[src/rtl/apb_nn_result_fifo.sv]
// rtl/apb_nn_result_fifo.sv - APB control/status slave with accelerator start/finish handshake and result FIFO
//
// Purpose:
//   Zero-wait-state APB slave that starts the NN accelerator, tracks its
//   run state, buffers its streamed results in a FIFO drained by a
//   pop-on-read register, and raises a level done interrupt.
//
// Ports:
//   HCLK, HRESETn         clock, asynchronous active-low reset
//   PADDR/PWDATA/PWRITE   APB request (word index is PADDR[4:2])
//   PSEL/PENABLE          APB select/enable, access when both are high
//   PRDATA/PREADY/PSLVERR APB response (PREADY tied high)
//   acc_start_o           one-cycle start pulse to the accelerator
//   acc_data_i/valid_i    result stream into the FIFO
//   acc_ready_o           FIFO not full
//   acc_finish_i          one-cycle run-complete pulse
//   irq_o                 registered IRQ_EN & DONE
//
// Option:
//   NN_RESULT_PEEK_EN     adds a non-popping PEEK register at 0x10 and sets STATUS bit5.

module apb_nn_result_fifo #(
  parameter int APB_ADDR_WIDTH = 12,
  parameter int DATA_WIDTH     = 32,
  parameter int FIFO_DEPTH     = 8,
  parameter int CNT_WIDTH      = $clog2(FIFO_DEPTH + 1)
) (
  input  logic                      HCLK,
  input  logic                      HRESETn,
  input  logic [APB_ADDR_WIDTH-1:0] PADDR,
  input  logic [31:0]               PWDATA,
  input  logic                      PWRITE,
  input  logic                      PSEL,
  input  logic                      PENABLE,
  output logic [31:0]               PRDATA,
  output logic                      PREADY,
  output logic                      PSLVERR,
  output logic                      acc_start_o,
  input  logic [DATA_WIDTH-1:0]     acc_data_i,
  input  logic                      acc_valid_i,
  output logic                      acc_ready_o,
  input  logic                      acc_finish_i,
  output logic                      irq_o
);

  localparam int PTR_WIDTH = $clog2(FIFO_DEPTH);

  localparam logic [2:0] IDX_CTRL   = 3'd0;
  localparam logic [2:0] IDX_STATUS = 3'd1;
  localparam logic [2:0] IDX_RESULT = 3'd2;
  localparam logic [2:0] IDX_PARAM  = 3'd3;
`ifdef NN_RESULT_PEEK_EN
  localparam logic [2:0] IDX_PEEK   = 3'd4;
`endif

  typedef enum logic {
    S_IDLE = 1'b0,
    S_RUN  = 1'b1
  } state_e;

  state_e                 state_q, state_d;
  logic                   start_q, start_d;
  logic                   done_q, done_d;
  logic                   poperr_q, poperr_d;
  logic                   irq_en_q, irq_en_d;
  logic                   irq_q, irq_d;
  logic [PTR_WIDTH-1:0]   wr_ptr_q, wr_ptr_d;
  logic [PTR_WIDTH-1:0]   rd_ptr_q, rd_ptr_d;
  logic [CNT_WIDTH-1:0]   count_q, count_d;
  logic [DATA_WIDTH-1:0]  mem_q [FIFO_DEPTH];

  logic                   rd_access, wr_access;
  logic [2:0]             idx;
  logic                   fifo_empty, fifo_full;
  logic                   push, pop, pop_err, flush;
  logic                   start_req, done_clr, poperr_clr, ctrl_wr;
  logic [DATA_WIDTH-1:0]  head;
  logic [31:0]            rdata;
  logic                   slverr;
  logic                   unused_bits;

  assign idx       = PADDR[4:2];
  assign rd_access = PSEL & PENABLE & ~PWRITE;
  assign wr_access = PSEL & PENABLE & PWRITE;

  assign ctrl_wr    = wr_access && (idx == IDX_CTRL);
  assign start_req  = ctrl_wr && PWDATA[0];
  assign flush      = ctrl_wr && PWDATA[2];
  assign done_clr   = wr_access && (idx == IDX_STATUS) && PWDATA[1];
  assign poperr_clr = wr_access && (idx == IDX_STATUS) && PWDATA[2];

  assign fifo_empty = (count_q == '0);
  assign fifo_full  = (count_q == CNT_WIDTH'(FIFO_DEPTH));
  assign head       = mem_q[rd_ptr_q];

  // Ready comes only from registered occupancy, so a same-cycle pop on a
  // full FIFO cannot make room for a push until the next cycle.
  assign acc_ready_o = ~fifo_full;
  // A flush in the same cycle discards the incoming beat.
  assign push    = acc_valid_i & acc_ready_o & ~flush;
  assign pop     = rd_access && (idx == IDX_RESULT) && !fifo_empty;
  assign pop_err = rd_access && (idx == IDX_RESULT) && fifo_empty;

  assign unused_bits = ^{PWDATA[31:3], PADDR[APB_ADDR_WIDTH-1:5], PADDR[1:0]};

  // Run-state machine and sticky status bits.
  always_comb begin
    state_d  = state_q;
    start_d  = 1'b0;
    done_d   = done_q;
    poperr_d = poperr_q;
    irq_en_d = irq_en_q;

    if (done_clr)   done_d   = 1'b0;
    if (poperr_clr) poperr_d = 1'b0;
    if (pop_err)    poperr_d = 1'b1;
    if (ctrl_wr)    irq_en_d = PWDATA[1];

    if (state_q == S_IDLE) begin
      if (start_req) begin
        state_d = S_RUN;
        start_d = 1'b1;
        done_d  = 1'b0;
      end
    end else begin
      if (acc_finish_i) begin
        state_d = S_IDLE;
        done_d  = 1'b1;
      end
    end

    irq_d = irq_en_q & done_q;
  end

  // FIFO pointers and occupancy.
  always_comb begin
    wr_ptr_d = wr_ptr_q;
    rd_ptr_d = rd_ptr_q;
    count_d  = count_q;
    if (flush) begin
      wr_ptr_d = '0;
      rd_ptr_d = '0;
      count_d  = '0;
    end else begin
      if (push) wr_ptr_d = wr_ptr_q + PTR_WIDTH'(1);
      if (pop)  rd_ptr_d = rd_ptr_q + PTR_WIDTH'(1);
      case ({push, pop})
        2'b10:   count_d = count_q + CNT_WIDTH'(1);
        2'b01:   count_d = count_q - CNT_WIDTH'(1);
        default: count_d = count_q;
      endcase
    end
  end

  always_ff @(posedge HCLK or negedge HRESETn) begin
    if (!HRESETn) begin
      state_q  <= S_IDLE;
      start_q  <= 1'b0;
      done_q   <= 1'b0;
      poperr_q <= 1'b0;
      irq_en_q <= 1'b0;
      irq_q    <= 1'b0;
      wr_ptr_q <= '0;
      rd_ptr_q <= '0;
      count_q  <= '0;
    end else begin
      state_q  <= state_d;
      start_q  <= start_d;
      done_q   <= done_d;
      poperr_q <= poperr_d;
      irq_en_q <= irq_en_d;
      irq_q    <= irq_d;
      wr_ptr_q <= wr_ptr_d;
      rd_ptr_q <= rd_ptr_d;
      count_q  <= count_d;
    end
  end

  // Storage needs no reset; occupancy alone defines which entries are valid.
  always_ff @(posedge HCLK) begin
    if (push) mem_q[wr_ptr_q] <= acc_data_i;
  end

  // Read mux: only drives data during the access phase.
  always_comb begin
    rdata  = '0;
    slverr = 1'b0;
    if (rd_access) begin
      case (idx)
        IDX_CTRL: rdata[1] = irq_en_q;
        IDX_STATUS: begin
          rdata[0] = (state_q == S_RUN);
          rdata[1] = done_q;
          rdata[2] = poperr_q;
          rdata[3] = fifo_empty;
          rdata[4] = fifo_full;
`ifdef NN_RESULT_PEEK_EN
          rdata[5] = 1'b1;
`endif
          rdata[8 +: CNT_WIDTH] = count_q;
        end
        IDX_RESULT: begin
          if (fifo_empty) slverr = 1'b1;
          else            rdata[DATA_WIDTH-1:0] = head;
        end
        IDX_PARAM: begin
          rdata[15:0]  = 16'(FIFO_DEPTH);
          rdata[23:16] = 8'(DATA_WIDTH);
        end
`ifdef NN_RESULT_PEEK_EN
        IDX_PEEK: begin
          if (!fifo_empty) rdata[DATA_WIDTH-1:0] = head;
        end
`endif
        default: rdata = '0;
      endcase
    end
  end

  assign PRDATA      = rdata;
  assign PSLVERR     = slverr;
  assign PREADY      = 1'b1;
  assign acc_start_o = start_q;
  assign irq_o       = irq_q;

endmodule

[config.mk]
export PLATFORM = sky130hd
export DESIGN_NAME = apb_nn_result_fifo
export DESIGN_NICKNAME = d
export VERILOG_FILES = /design/src/rtl/apb_nn_result_fifo.sv
export SDC_FILE = /design/constraint.sdc
export NUM_CORES = 1
export LEC_CHECK = 0
export ABC_AREA = 1
export CAP_MARGIN = 20
export CORE_ASPECT_RATIO = 1.1
export CORE_MARGIN = 2
export CORE_UTILIZATION = 45
export CTS_CLUSTER_DIAMETER = 60
export DETAILED_ROUTE_END_ITERATION = 12
export PLACE_DENSITY = 0.78
export SLEW_MARGIN = 20
export SYNTH_ARGS = -nofsm -noshare
export SYNTH_HDL_FRONTEND = slang
export SYNTH_SLANG_ARGS = --single-unit
[constraint.sdc]
create_clock -name HCLK -period 2.6 [get_ports HCLK]
set_input_delay 0.26 -clock HCLK [delete_from_list [all_inputs] [get_ports HCLK]]
set_output_delay 0.26 -clock HCLK [all_outputs]
set_load 0.03 [all_outputs]
Word-level counts from Yosys, hierarchy flattened. Memories as Yosys holds them, arrays and structs flattened. Cells that the tools add are included.

Register bits after elaboration: 16. Bits in writable memories: 256. Bits of input ports: 83. Output and inout port bits: 37. Word-level logic and storage cells: 75. Memories kept: 1.

Memories: mem_q (words 8, bits a word 32, read ports 1, clocked after Yosys merged registers in 0, wr ports 1, line 70) `logic [DATA_WIDTH-1:0] mem_q [FIFO_DEPTH];`.

$add $sub $neg: 4. Equal/unequal tests: 6. Mux-type cells: 30. Bitwise gates (word level): 9. Reduce and logical (&&, ||, !) cells: 16.

Operators by type and width (count): $mux W32 (2); $pmux W12 S2 (1); $pmux W4 S2 (2); $mux W1 (15); $mux W3 (5); $logic_and A1 B1 Y1 (9); $pmux W3 S3 (1); $mux W8 (1); $add A3 B1 Y3 const B (2); $and A1 B1 Y1 (6); $eq A3 B2 Y1 const B (2); $reduce_bool A2 Y1 (3); $add A4 B1 Y4 const B (1); $eq A4 B4 Y1 const B (1); $logic_not A4 Y1 (1); $mux W4 (1); $sub A4 B1 Y4 const B (1); $eq A3 B1 Y1 const B (1); $logic_not A3 Y1 (1); $not A1 Y1 (3); $pmux W1 S3 (1); $reduce_bool A3 Y1 (1); $eq A2 B1 Y1 const B (1); $eq A2 B2 Y1 const B (1); other kinds (2) (2).

Longest topological paths before layout. Gate-level depths: netlist (run 1).

Depth after elaboration: 9. Mapped depth: 16.

Worst setup path before layout (run 1). OpenSTA, ideal clock, no wires.

Path kind: register -> register. From: register count_q[3]. To: memory mem_q[0][0], enable pin. Setup time: 0.421 ns. Arrival: 2.587 ns. Required time: 2.179 ns. Setup slack: -0.408 ns. Cell stages (with the launch flop): 10. Buffers on the path: 0. Clock period less this slack: 3.008 ns. Cell sequence: dfrtp_1 inv_2 nor2_2 nand2_1 nand2_1 inv_2 nand2_2 inv_1 nand2_1 nor2_1.

Word-level cells in the longest chain between the ends: 6.

Ends and longest elaborated chain: start, declared (line 69) `logic [CNT_WIDTH-1:0] count_q, count_d;`; start signal, assigned (line 175) `count_q <= count_d;`; $eq A4 B4 Y1 (line 93) `assign fifo_full = (count_q == CNT_WIDTH'(FIFO_DEPTH));`; $not A1 Y1 (line 98) `assign acc_ready_o = ~fifo_full;`; net acc_ready_o (line 41) `output logic acc_ready_o,`; $and A1 B1 Y1 (2 in series) (line 100) `assign push = acc_valid_i & acc_ready_o & ~flush;`; $mux W1 (line 181) `if (push) mem_q[wr_ptr_q] <= acc_data_i;`; $mux W1 (implied by the code) (line 181); end, declared (line 70).

The timed path passes the listed nets, and every way through them passes these cells.

Final worst setup path (run 1).
From: register rd_ptr_q[0]. To: output port PRDATA[9].

Word-level cells in the longest chain between the ends: 4.

Ends and longest elaborated chain: start, declared (line 68) `logic [PTR_WIDTH-1:0] rd_ptr_q, rd_ptr_d;`; start signal, assigned (line 174) `rd_ptr_q <= rd_ptr_d;`; $mem_v2 Z8 W32; $mux W32 (line 203) `if (fifo_empty) slverr = 1'b1;`; $pmux W4 S2 (line 189) `case (idx)`; $mux W32 (line 188) `if (rd_access) begin`; end, declared (line 35) `output logic [31:0] PRDATA,`.

No other way between the ends.

==> results of run 1 <==
-- cell usage after synthesis, drive strengths merged --
library cell / count
nand3b: 1
o22ai: 24
xnor2: 1
nor2: 182
nand4: 1
o221ai: 12
dfrtp: 16
a31oi: 23
a32oi: 6
conb: 1
buf: 21
o21ai: 150
nand2: 74
nand3: 18
a21oi: 18
a32o: 1
ha: 4
edfxtp: 256
clkinv: 1
inv: 30
o211ai: 2
clkbuf: 32
-- power by group through the flow --
stage	clock network (mW)	logic, mW	registers, mW
finish	3.76	4.96	5.71
global route	3.97	5.37	5.76
CTS	3.77	4.18	5.69
detailed placement	0	3.84	5.77
global placement	0	3.71	5.75
floorplan	0	2.43	5.73
-- routing by layer --
layer | global-route usage [%] | part of all wire, % | wire [microns] | vias to the layer above
met5 | 0 | 0 | 0 | -
met4 | 5.153 | 1.9 | 503 | 0
met3 | 3.002 | 7.9 | 2084 | 49
met2 | 32.95 | 51 | 13390 | 356
met1 | 25.65 | 40 | 10470 | 3654
li1 | - | - | - | 3470
-- logic make-up after synthesis --
| family | count (synthesis) | share of synthesized area, % |
|---|---|---|
| and+or+nand+nor | 276 | 10.23 |
| other | 1 | 0.03424 |
| DFF | 272 | 73.85 |
| xor gates and xnor gates | 1 | 0.07999 |
| AOI/OAI and AO/OA | 236 | 12.03 |
| adders and majority gates | 4 | 0.4570 |
| buffers and inverters | 84 | 3.324 |
-- cell type report --
class	count	area, sq um
tap	305	381.6
multi-input combinational	518	2654
timing repair inverter	1	6.256
fill	1795	9827
clock inverter	19	123.9
timing repair buffer	154	1805
sequential	272	8098
inverter	31	133.9
clock buffer	33	740.7
-- cell usage in the layout (no fill, tap or decap), drive strengths merged, types with 16 or more instances in the layout --
cell type / Yosys / layout
clkinv: 1 / 19
edfxtp: 256 / 256
a31oi: 23 / 23
nand3: 18 / 18
dfrtp: 16 / 16
o21ai: 150 / 150
inv: 30 / 29
a21oi: 18 / 18
nand2: 74 / 74
clkdlybuf4s50: 0 / 48
o22ai: 24 / 24
buf: 21 / 99
nor2: 182 / 182
clkbuf: 32 / 40
-- metrics by stage --
stage	cell area [sq um]	setup slack [ns]	power [mW]
3_3_place_gp	12480	0.07028	9.458
3_5_place_dp	12480	0.06264	9.604
6_report	13940	-0.1004	14.43
2_1_floorplan	10950	-0.4082	8.168
4_1_cts	13520	-0.0007427	13.63
5_1_grt	13940	-0.1788	15.11
-- sequential cells by signal (all words and copies together) (netlist names) --
signal / count
mem_q: 256
irq_o: 1
count_q: 4
rd_ptr_q: 3
state_q: 1
wr_ptr_q: 3
done_q: 1
irq_en_q: 1
poperr_q: 1
acc_start_o: 1
-- worst min path at each step --
stage                            end  slack [ns]  depth (start not counted)
3_3_place_gp    poperr_q$_DFFE_PN0P_        0.46                          2
4_1_cts        acc_start_o$_DFF_PN0_        0.20                          1
2_1_floorplan  acc_start_o$_DFF_PN0_       -0.04                          0
5_1_grt        acc_start_o$_DFF_PN0_        0.23                          1
6_report       acc_start_o$_DFF_PN0_        0.17                          1
3_5_place_dp    poperr_q$_DFFE_PN0P_        0.48                          2
-- timing repair --
action | in CTS | in global routing
hold buffers | 0 | 0
endpoints found under the hold margin | 0 | 0
pin swaps | 5 | 24
cloned | 2 | 3
resized for setup | 43 | 75
endpoints found under the setup margin | 21 | 26
buffers inserted | 5 | 21
==> impl_metrics.tcl, run 1 <==
set metrics [dict create \
    final.setup.tns_ns -0.1004 \
    required_ns 2.34 \
    crit_chain "clkinv_4 -> buf_12 -> buf_12 -> buf_6 -> nand2_2 -> a32oi_1 -> nor2_1 -> nor2_1 -> o21ai_2 -> a21oi_2 -> buf_6" \
    drc_errors 0 \
    post_route_cells_drive_above_1_share_pct 19.75 \
    rows 59 \
    clk_latency_ns 0.54 \
    clkTransAtPathRegs_ns 0.06 \
    setup_ws_ns -0.1004 \
    fmax_mhz 370.3 \
    power.switching_mw 4.793 \
    boundaryPins 120 \
    slowest_cell_on_the_critical_path "dfrtp_4" \
    cts_root_buffer_type "clkbuf_16" \
    critical_path.endpoint "PRDATA[9]" \
    timing.final.setup_violations 1 \
    drt-wirelength-per-cell_microns 19.84 \
    core_area_sq_um 23770 \
    power.share.switching_pct 33.22 \
    min_path_type "input port to asynchronous set/reset pin" \
    finalNonFillerCells 1333 \
    period_share_pct 103.9 \
    p_clk_share_pct 26.0 \
    synth_largest_area_cell "edfxtp_1" \
    dpl.cell_count 1251 \
    first_global_vias 7215 \
    hpwlAfterDp_mm 14.49 \
    initial_antenna_violation_count 0 \
    finalClockSkew_ns 0.01238 \
    postSynthAreaPerCell_sq_um 12.53 \
    clock-sinks 272 \
    synth_area_sq_um 10950 \
    syn_nets 961 \
    firstDrtPassIters 7 \
    transition_time_at_the_pin_with_the_least_slew_margin_ns 0.7594 \
    antenna_violating_nets_post_route 0 \
    n_antenna_cell 0 \
    finalCoreUtilization_pct 58.66 \
    netlist-cell-type-count 32 \
    clock_path_buffers 3 \
    hold_viol_final 0 \
    finalWirelength_mm 26.45 \
    critical_path.max_stage_delay_ns 0.54 \
    routability_congestion_estimate 0.7873 \
    timing.critical_path.to_type "output pin" \
    grt_pass1_wl_mm 38.82 \
    r2r_cells 16 \
    fp.dieH_microns 167.6 \
    synth.yosys.seq_area_share_pct 73.85 \
    synth_warnings 0 \
    cp-start-kind "flip-flop" \
    vdd_ir_drop_max_v 0.0006182 \
    worst-path-max-fanout 5 \
    combinationalPowerShare_pct 34.4 \
    startpoint "rd_ptr_q[0]$_DFFE_PN0P_" \
    worst_r2r_startpoint "count_q[1]$_DFFE_PN0P_" \
    power.internal_mw 9.636 \
    timing.reg2reg.setup_slack_ns 0.40 \
    die_w_microns 152.7 \
    synth.top_cell.area_share_pct 70.19 \
    initial_utilization_pct 46.07 \
    syn2layout_area_growth_pct 27.32 \
    io_buffer_count 80 \
    number_of_buffer_and_inverter_instances_along_the_worst_setup_path 5 \
    status "finished with violations" \
    floorplan.die_area_sq_um 25600 \
    grt_util_all_layers_pct 19.18 \
    grt_start_max_net_pins 61 \
    worst_setup_path_type "flip-flop to output pin" \
    cts-htree-levels 1 \
    timing.critical_path.max_delay_family "buffers and inverters" \
    timing.critical_path.arrival_ns 2.44 \
    drt-initial-drc-count 835 \
    pwr-share-seq_pct 39.6 \
    grt_overflow 0 \
    vias_per_cell 5.648 \
    final_nets 1093 \
    total_stage_count_of_the_critical_path 11 \
    rsz0062_at_grt "yes" \
    failed_checks "setup timing" \
    power_per_cell_area_nw_per_um2 1035 \
    report.final.slew_viol_count 0 \
    finalCriticalPeriod_ns 2.700 \
    timing.rr.end "count_q[3]$_DFFE_PN0P_" \
    tritoncts.num_buffers 28 \
    drv_cap 0 \
    dr_total_vias 7529 \
    p_leak_nw 4.838 \
    synthesis.instances 874 \
    max_slew_margin_pct 49.22 \
    finalHoldWorstSlack_ns 0.1663 \
    tritoncts "built" \
    post_synth_main_area_contributors "edfxtp_1 70%, o21ai_0 6.2%, nor2_1 6.1%, dfrtp_1 3.7%, nand2_1 2.3%" \
    ys_ff_latch 272 \
]
Power figures use the tool's default switching activity.
==> inputs of run 2 (changes only) <==
--- a/config.mk
+++ b/config.mk
@@ -10,6 +10,7 @@
 export CORE_ASPECT_RATIO = 1.1
 export CORE_MARGIN = 2
 export CORE_UTILIZATION = 45
+export CTS_BUF_LIST = sky130_fd_sc_hd__clkbuf_2 sky130_fd_sc_hd__clkbuf_4 sky130_fd_sc_hd__clkbuf_8
 export CTS_CLUSTER_DIAMETER = 60
 export DETAILED_ROUTE_END_ITERATION = 12
 export PLACE_DENSITY = 0.78
==> run 2 against run 1 <==
- the run now ends clean
- non-clock buffer count unchanged
- sequential power about the same
- first-iteration DRC count down 6.1%
- via count increased by 0.52%
- final cell count up 1.7%
- critical path depth decreased by 2
- clock-buffer cell count increased by 26
- routed wire length is 1.6% lower
- flip-flop and latch count is the same
==> impl_metrics.tcl, run 2 (synthesis gave the netlist of run 1 again) <==
set metrics [dict create \
    dpl.cell_count 1251 \
    most-common-layout-cells "256 x edfxtp_1, 166 x nor2_1, 127 x o21ai_0" \
    setup_ws_ns 0.02263 \
    finalClockSkew_ns 0.01316 \
    n_antenna_cell 0 \
    finalCriticalPeriod_ns 2.577 \
    power_per_cell_area_nw_per_um2 1010 \
    period_share_pct 99.13 \
    finalHoldWorstSlack_ns 0.1748 \
    grt_pass1_wl_mm 38.54 \
    hpwlAfterDp_mm 14.49 \
    timing.critical_path.arrival_ns 2.32 \
    initial_utilization_pct 46.07 \
    first_global_vias 7224 \
    largest_register "mem_q" \
    clock-sinks 272 \
    slowest_cell_on_the_critical_path "dfrtp_2" \
    initial_antenna_violation_count 0 \
    antenna_violating_nets_post_route 0 \
    min_path_type "input port to asynchronous set/reset pin" \
    report.final.slew_viol_count 0 \
    status "finished clean" \
    vdd_ir_drop_max_v 0.0005558 \
    cp-start-kind "flip-flop" \
    timing.critical_path.to_type "output pin" \
    vias_per_cell 5.581 \
    finalWirelength_mm 26.04 \
    transition_time_at_the_pin_with_the_least_slew_margin_ns 0.7708 \
    io_buffer_count 80 \
    largest_register_ff_count 256 \
    grt_util_all_layers_pct 19.12 \
    clkTransAtPathRegs_ns 0.06 \
    final_common_cell "edfxtp_1" \
    grt_overflow 0 \
    finalCoreUtilization_pct 58.17 \
    routability_congestion_estimate 0.7873 \
    tritoncts.num_buffers 44 \
    rsz0062_at_grt "yes" \
    post_route_cells_drive_above_1_share_pct 21.22 \
    required_ns 2.34 \
    drc_errors 0 \
    die_w_microns 152.7 \
    drv_cap 0 \
    max_slew_margin_pct 48.45 \
    boundaryPins 120 \
    rows 59 \
    worst_setup_path_type "flip-flop to output pin" \
    finalNonFillerCells 1356 \
    cts-htree-levels 2 \
    place_ws_ns 0.06264 \
    dr_total_vias 7568 \
    floorplan.die_area_sq_um 25600 \
    worst-path-max-fanout 8 \
    layout_top_registers "mem_q (256), count_q (4)" \
    fmax_mhz 388.0 \
    crit_chain "buf_6 -> clkinv_8 -> buf_12 -> buf_8 -> o21ai_0 -> o221ai_1 -> nand3_1 -> a21oi_1 -> buf_4" \
    firstDrtPassIters 5 \
    core_area_sq_um 23770 \
    tritoncts "built" \
    drt-wirelength-per-cell_microns 19.20 \
    drt-initial-drc-count 784 \
    syn2layout_area_growth_pct 26.27 \
    hold_viol_final 0 \
    grt_start_max_net_pins 61 \
    fp.dieH_microns 167.6 \
    final_nets 1109 \
    p_leak_nw 4.834 \
    timing.final.setup_violations 0 \
    cts_root_buffer_type "clkbuf_8" \
    timing.reg2reg.setup_slack_ns 0.39 \
    clock_path_buffers 3 \
    critical_path.max_stage_delay_ns 0.43 \
    cts-hold-fix-buffers 0 \
    clk_latency_ns 0.54 \
]
## run 2: cell count changes in the layout (fill, tap and decap cells not counted), sizes merged
cell / before / now
buf: 99 / 101
clkbuf: 40 / 63
clkinvlp: 2 / 1
clkinv: 19 / 18
clkdlybuf4s18: 0 / 1
bufinv: 1 / 0
## run 2: cell type report
type | instances | area [sq um]
repair inverters | 1 | 6.256
inverters | 31 | 133.9
multi-input cells | 518 | 2630
repair buffers | 154 | 1773
clock buffers | 59 | 730.7
fillers | 1824 | 9942
clock inverters | 16 | 75.07
flip-flops and latches | 272 | 8098
well taps | 305 | 381.6
## run 2: repair_timing
| item | CTS | global route |
|---|---|---|
| setup buffers | 7 | 18 |
| pin swaps | 5 | 14 |
| endpoints found under the hold margin | 0 | 0 |
| endpoints found under the setup margin | 21 | 30 |
| cloned | 3 | 3 |
| resized for setup | 59 | 55 |
## run 2: through the flow
stage	total power, mW	area [sq um]	TNS, ns
finish	13.96	13830	0
CTS	13.36	13510	-0.01825
detailed placement	9.604	12480	0
floorplan	8.168	10950	-102.94
global route	14.66	13830	-0.1626
global placement	9.458	12480	0
## run 2: power by group
part / switching [mW] / leakage (nW) / internal, mW / total (mW)
logic: 2.90 / 1.89 / 1.96 / 4.86
registers: 0.225 / 2.52 / 5.48 / 5.71
clock network: 1.58 / 0.429 / 1.82 / 3.40
total: 4.70 / 4.83 / 9.26 / 14.0
## run 2: worst max-delay path, delay by kind of cell, from the launching register on
family / cells / cell delay, ns
flip-flops: 1 / 0.43
AND/OR/NAND/NOR: 1 / 0.20
AO/OA/AOI/OAI: 3 / 0.52
buffers and inverters: 5 / 0.63
## run 2: routing by layer
layer | GRT usage (%) | share of wire, % | vias up
met5 | 0 | 0 | -
met4 | 6.602 | 2.0 | 0
met3 | 4.063 | 7.4 | 46
met2 | 32.27 | 50 | 344
met1 | 24.72 | 40 | 3686
li1 | - | - | 3492
## run 2: path summary, 6_finish.rpt
path / start / to / depth (start not counted)
max reg2reg: count_q[1]$_DFFE_PN0P_ / count_q[3]$_DFFE_PN0P_ / 16
min reg2reg: poperr_q$_DFFE_PN0P_ / poperr_q$_DFFE_PN0P_ / 2
min: HRESETn / irq_o$_DFF_PN0_ / 1
max: rd_ptr_q[1]$_DFFE_PN0P_ / PRDATA[21] / 9
min in group HCLK: PWDATA[1] / irq_en_q$_DFFE_PN0N_ / 3
max in group asynchronous: HRESETn / rd_ptr_q[0]$_DFFE_PN0P_ / 1
==> inputs of run 3 (changes only) <==
--- a/config.mk
+++ b/config.mk
@@ -14,6 +14,7 @@
 export CTS_CLUSTER_DIAMETER = 60
 export DETAILED_ROUTE_END_ITERATION = 12
 export PLACE_DENSITY = 0.78
+export SKIP_LAST_GASP = 1
 export SLEW_MARGIN = 20
 export SYNTH_ARGS = -nofsm -noshare
 export SYNTH_HDL_FRONTEND = slang
==> run 3 against run 2 <==
- sequential power about the same
- final cell count is 0.15% lower
- fmax increased by 1.0%
- flip-flop and latch count unchanged
- non-clock buffer count fell by 2
- register-to-register slack about the same
- global-route usage about the same
- sequential share of layout area is 0.29 points higher
- largest power group unchanged
- clock-buffer cell count is the same
- critical path depth decreased by 3
- clock skew is 0.0016 ns lower
==> impl_metrics.tcl, run 3 (synthesis gave the netlist of run 1 again) <==
set metrics [dict create \
    drv_cap 0 \
    syn2layout_area_growth_pct 25.64 \
    status "finished clean" \
    tritoncts "built" \
    critical_path.max_stage_delay_ns 0.49 \
    firstDrtPassIters 5 \
    rows 59 \
    timing.critical_path.max_delay_family "compound AO/OA/AOI/OAI gates" \
    place_ws_ns 0.06264 \
    largest_register "mem_q" \
    clkTransAtPathRegs_ns 0.06 \
    required_ns 2.34 \
    finalWirelength_mm 25.15 \
    max_slew_margin_pct 48.89 \
    drt-initial-drc-count 613 \
    worst_setup_path_type "flip-flop to output pin" \
    vias_per_cell 5.521 \
    cp-start-kind "flip-flop" \
    vdd_ir_drop_max_v 0.0006396 \
    timing.final.setup_violations 0 \
    core_area_sq_um 23770 \
    clock_path_buffers 3 \
    worst_r2r_startpoint "count_q[1]$_DFFE_PN0P_" \
    finalCriticalPeriod_ns 2.551 \
    number_of_buffer_and_inverter_instances_along_the_worst_setup_path 2 \
    boundaryPins 120 \
    first_global_vias 7216 \
    transition_time_at_the_pin_with_the_least_slew_margin_ns 0.7643 \
    hpwlAfterDp_mm 14.49 \
    largest_register_ff_count 256 \
    floorplan.die_area_sq_um 25600 \
    initial_antenna_violation_count 0 \
    num-fill-cells 1825 \
    cts_root_buffer_type "clkbuf_8" \
    worst-path-max-fanout 58 \
    fp.dieH_microns 167.6 \
    timing.critical_path.to_type "output pin" \
    clk_latency_ns 0.54 \
    grt_start_max_net_pins 61 \
    drc_errors 0 \
    r2r_cells 16 \
    routability_congestion_estimate 0.7873 \
    startpoint "rd_ptr_q[0]$_DFFE_PN0P_" \
    rsz0062_at_grt "yes" \
    tritoncts.num_buffers 44 \
    min_path_type "input port to asynchronous set/reset pin" \
    post_route_cells_drive_above_1_share_pct 20.69 \
    grt_overflow 0 \
    total_stage_count_of_the_critical_path 6 \
    fmax_mhz 392.0 \
    grt_util_all_layers_pct 19.08 \
    power_per_cell_area_nw_per_um2 1004 \
    initial_utilization_pct 46.07 \
    clock-sinks 272 \
    dr_total_vias 7475 \
    hold_viol_final 0 \
    grt_pass1_wl_mm 38.46 \
    antenna_violating_nets_post_route 0 \
    drt-wirelength-per-cell_microns 18.57 \
    p_leak_nw 4.817 \
    path_common_cell "o21ai_0" \
    layout_top_registers "mem_q (256), count_q (4)" \
    slowest_cell_on_the_critical_path "dfrtp_4" \
    n_antenna_cell 0 \
    final_common_cell "edfxtp_1" \
    report.final.slew_viol_count 0 \
    setup_ws_ns 0.04907 \
    final_nets 1107 \
    timing.critical_path.arrival_ns 2.29 \
    period_share_pct 98.11 \
    crit_chain "buf_12 -> o21ai_0 -> o22ai_1 -> o21ai_0 -> a31oi_1 -> clkbuf_2" \
    io_buffer_count 80 \
    finalCoreUtilization_pct 57.89 \
    die_w_microns 152.7 \
    cts-htree-levels 2 \
    finalClockSkew_ns 0.01154 \
    most-common-layout-cells "256 x edfxtp_1, 166 x nor2_1, 128 x o21ai_0" \
]
-- run 3: cell types whose count changed in the layout (fill, tap and decap cells not counted), sizes merged --
cell,previous run,this run
clkdlybuf4s18,1,0
buf,101,96
clkbuf,63,66
bufbuf,0,1
-- run 3: final timing paths --
kind                                                 to  slack (ns)
worst max-delay path                          PRDATA[5]        0.05
worst min-delay path                    irq_o$_DFF_PN0_        0.17
worst max register to register   count_q[3]$_DFFE_PN0P_        0.40
worst min register to register     poperr_q$_DFFE_PN0P_        0.48
max in group asynchronous       rd_ptr_q[0]$_DFFE_PN0P_        1.86
min in group HCLK                  irq_en_q$_DFFE_PN0N_        0.32
-- run 3: repair_timing --
| item | CTS | global route |
|---|---|---|
| gates cloned | 3 | 2 |
| endpoints found under the setup margin | 21 | 30 |
| gates resized for setup | 38 | 59 |
| pin swaps | 5 | 19 |
| buffers inserted | 7 | 17 |
| hold buffers | 0 | 0 |
-- run 3: stage by stage --
stage | cell area (sq um) | power, mW | TNS (ns) | std cells | hold WS [ns]
floorplan | 10950 | 8.168 | -102.94 | 874 | -0.03559
global placement | 12480 | 9.458 | 0 | 1251 | 0.4599
detailed placement | 12480 | 9.604 | 0 | 1251 | 0.4767
CTS | 13490 | 13.35 | -0.3465 | 1336 | 0.1827
global route | 13760 | 14.52 | -0.4981 | 1354 | 0.2261
finish | 13760 | 13.81 | 0 | 1354 | 0.1710
-- run 3: cell type report --
type / instances / area, sq um / share of cell area (%)
multi-input cells: 518 / 2613 / 18.99
repair buffers: 152 / 1722 / 12.51
inverters: 31 / 133.9 / 0.9730
clock buffers: 59 / 730.7 / 5.311
repair inverters: 1 / 6.256 / 0.04547
flip-flops and latches: 272 / 8098 / 58.85
clock inverters: 16 / 75.07 / 0.5456
well taps: 305 / 381.6 / 2.773
-- run 3: metal layers --
metal	track usage, %	vias to the layer above	share of wire [%]
li1	-	3483	-
met2	32.19	302	50
met1	24.65	3638	40
met5	0	-	0
met3	4.089	52	7.8
met4	6.602	0	2.4
-- run 3: power breakdown --
part	total [mW]	leakage, nW	switching [mW]	internal [mW]
registers	5.70	2.52	0.224	5.48
logic	4.71	1.87	2.81	1.90
clock network	3.39	0.429	1.57	1.82
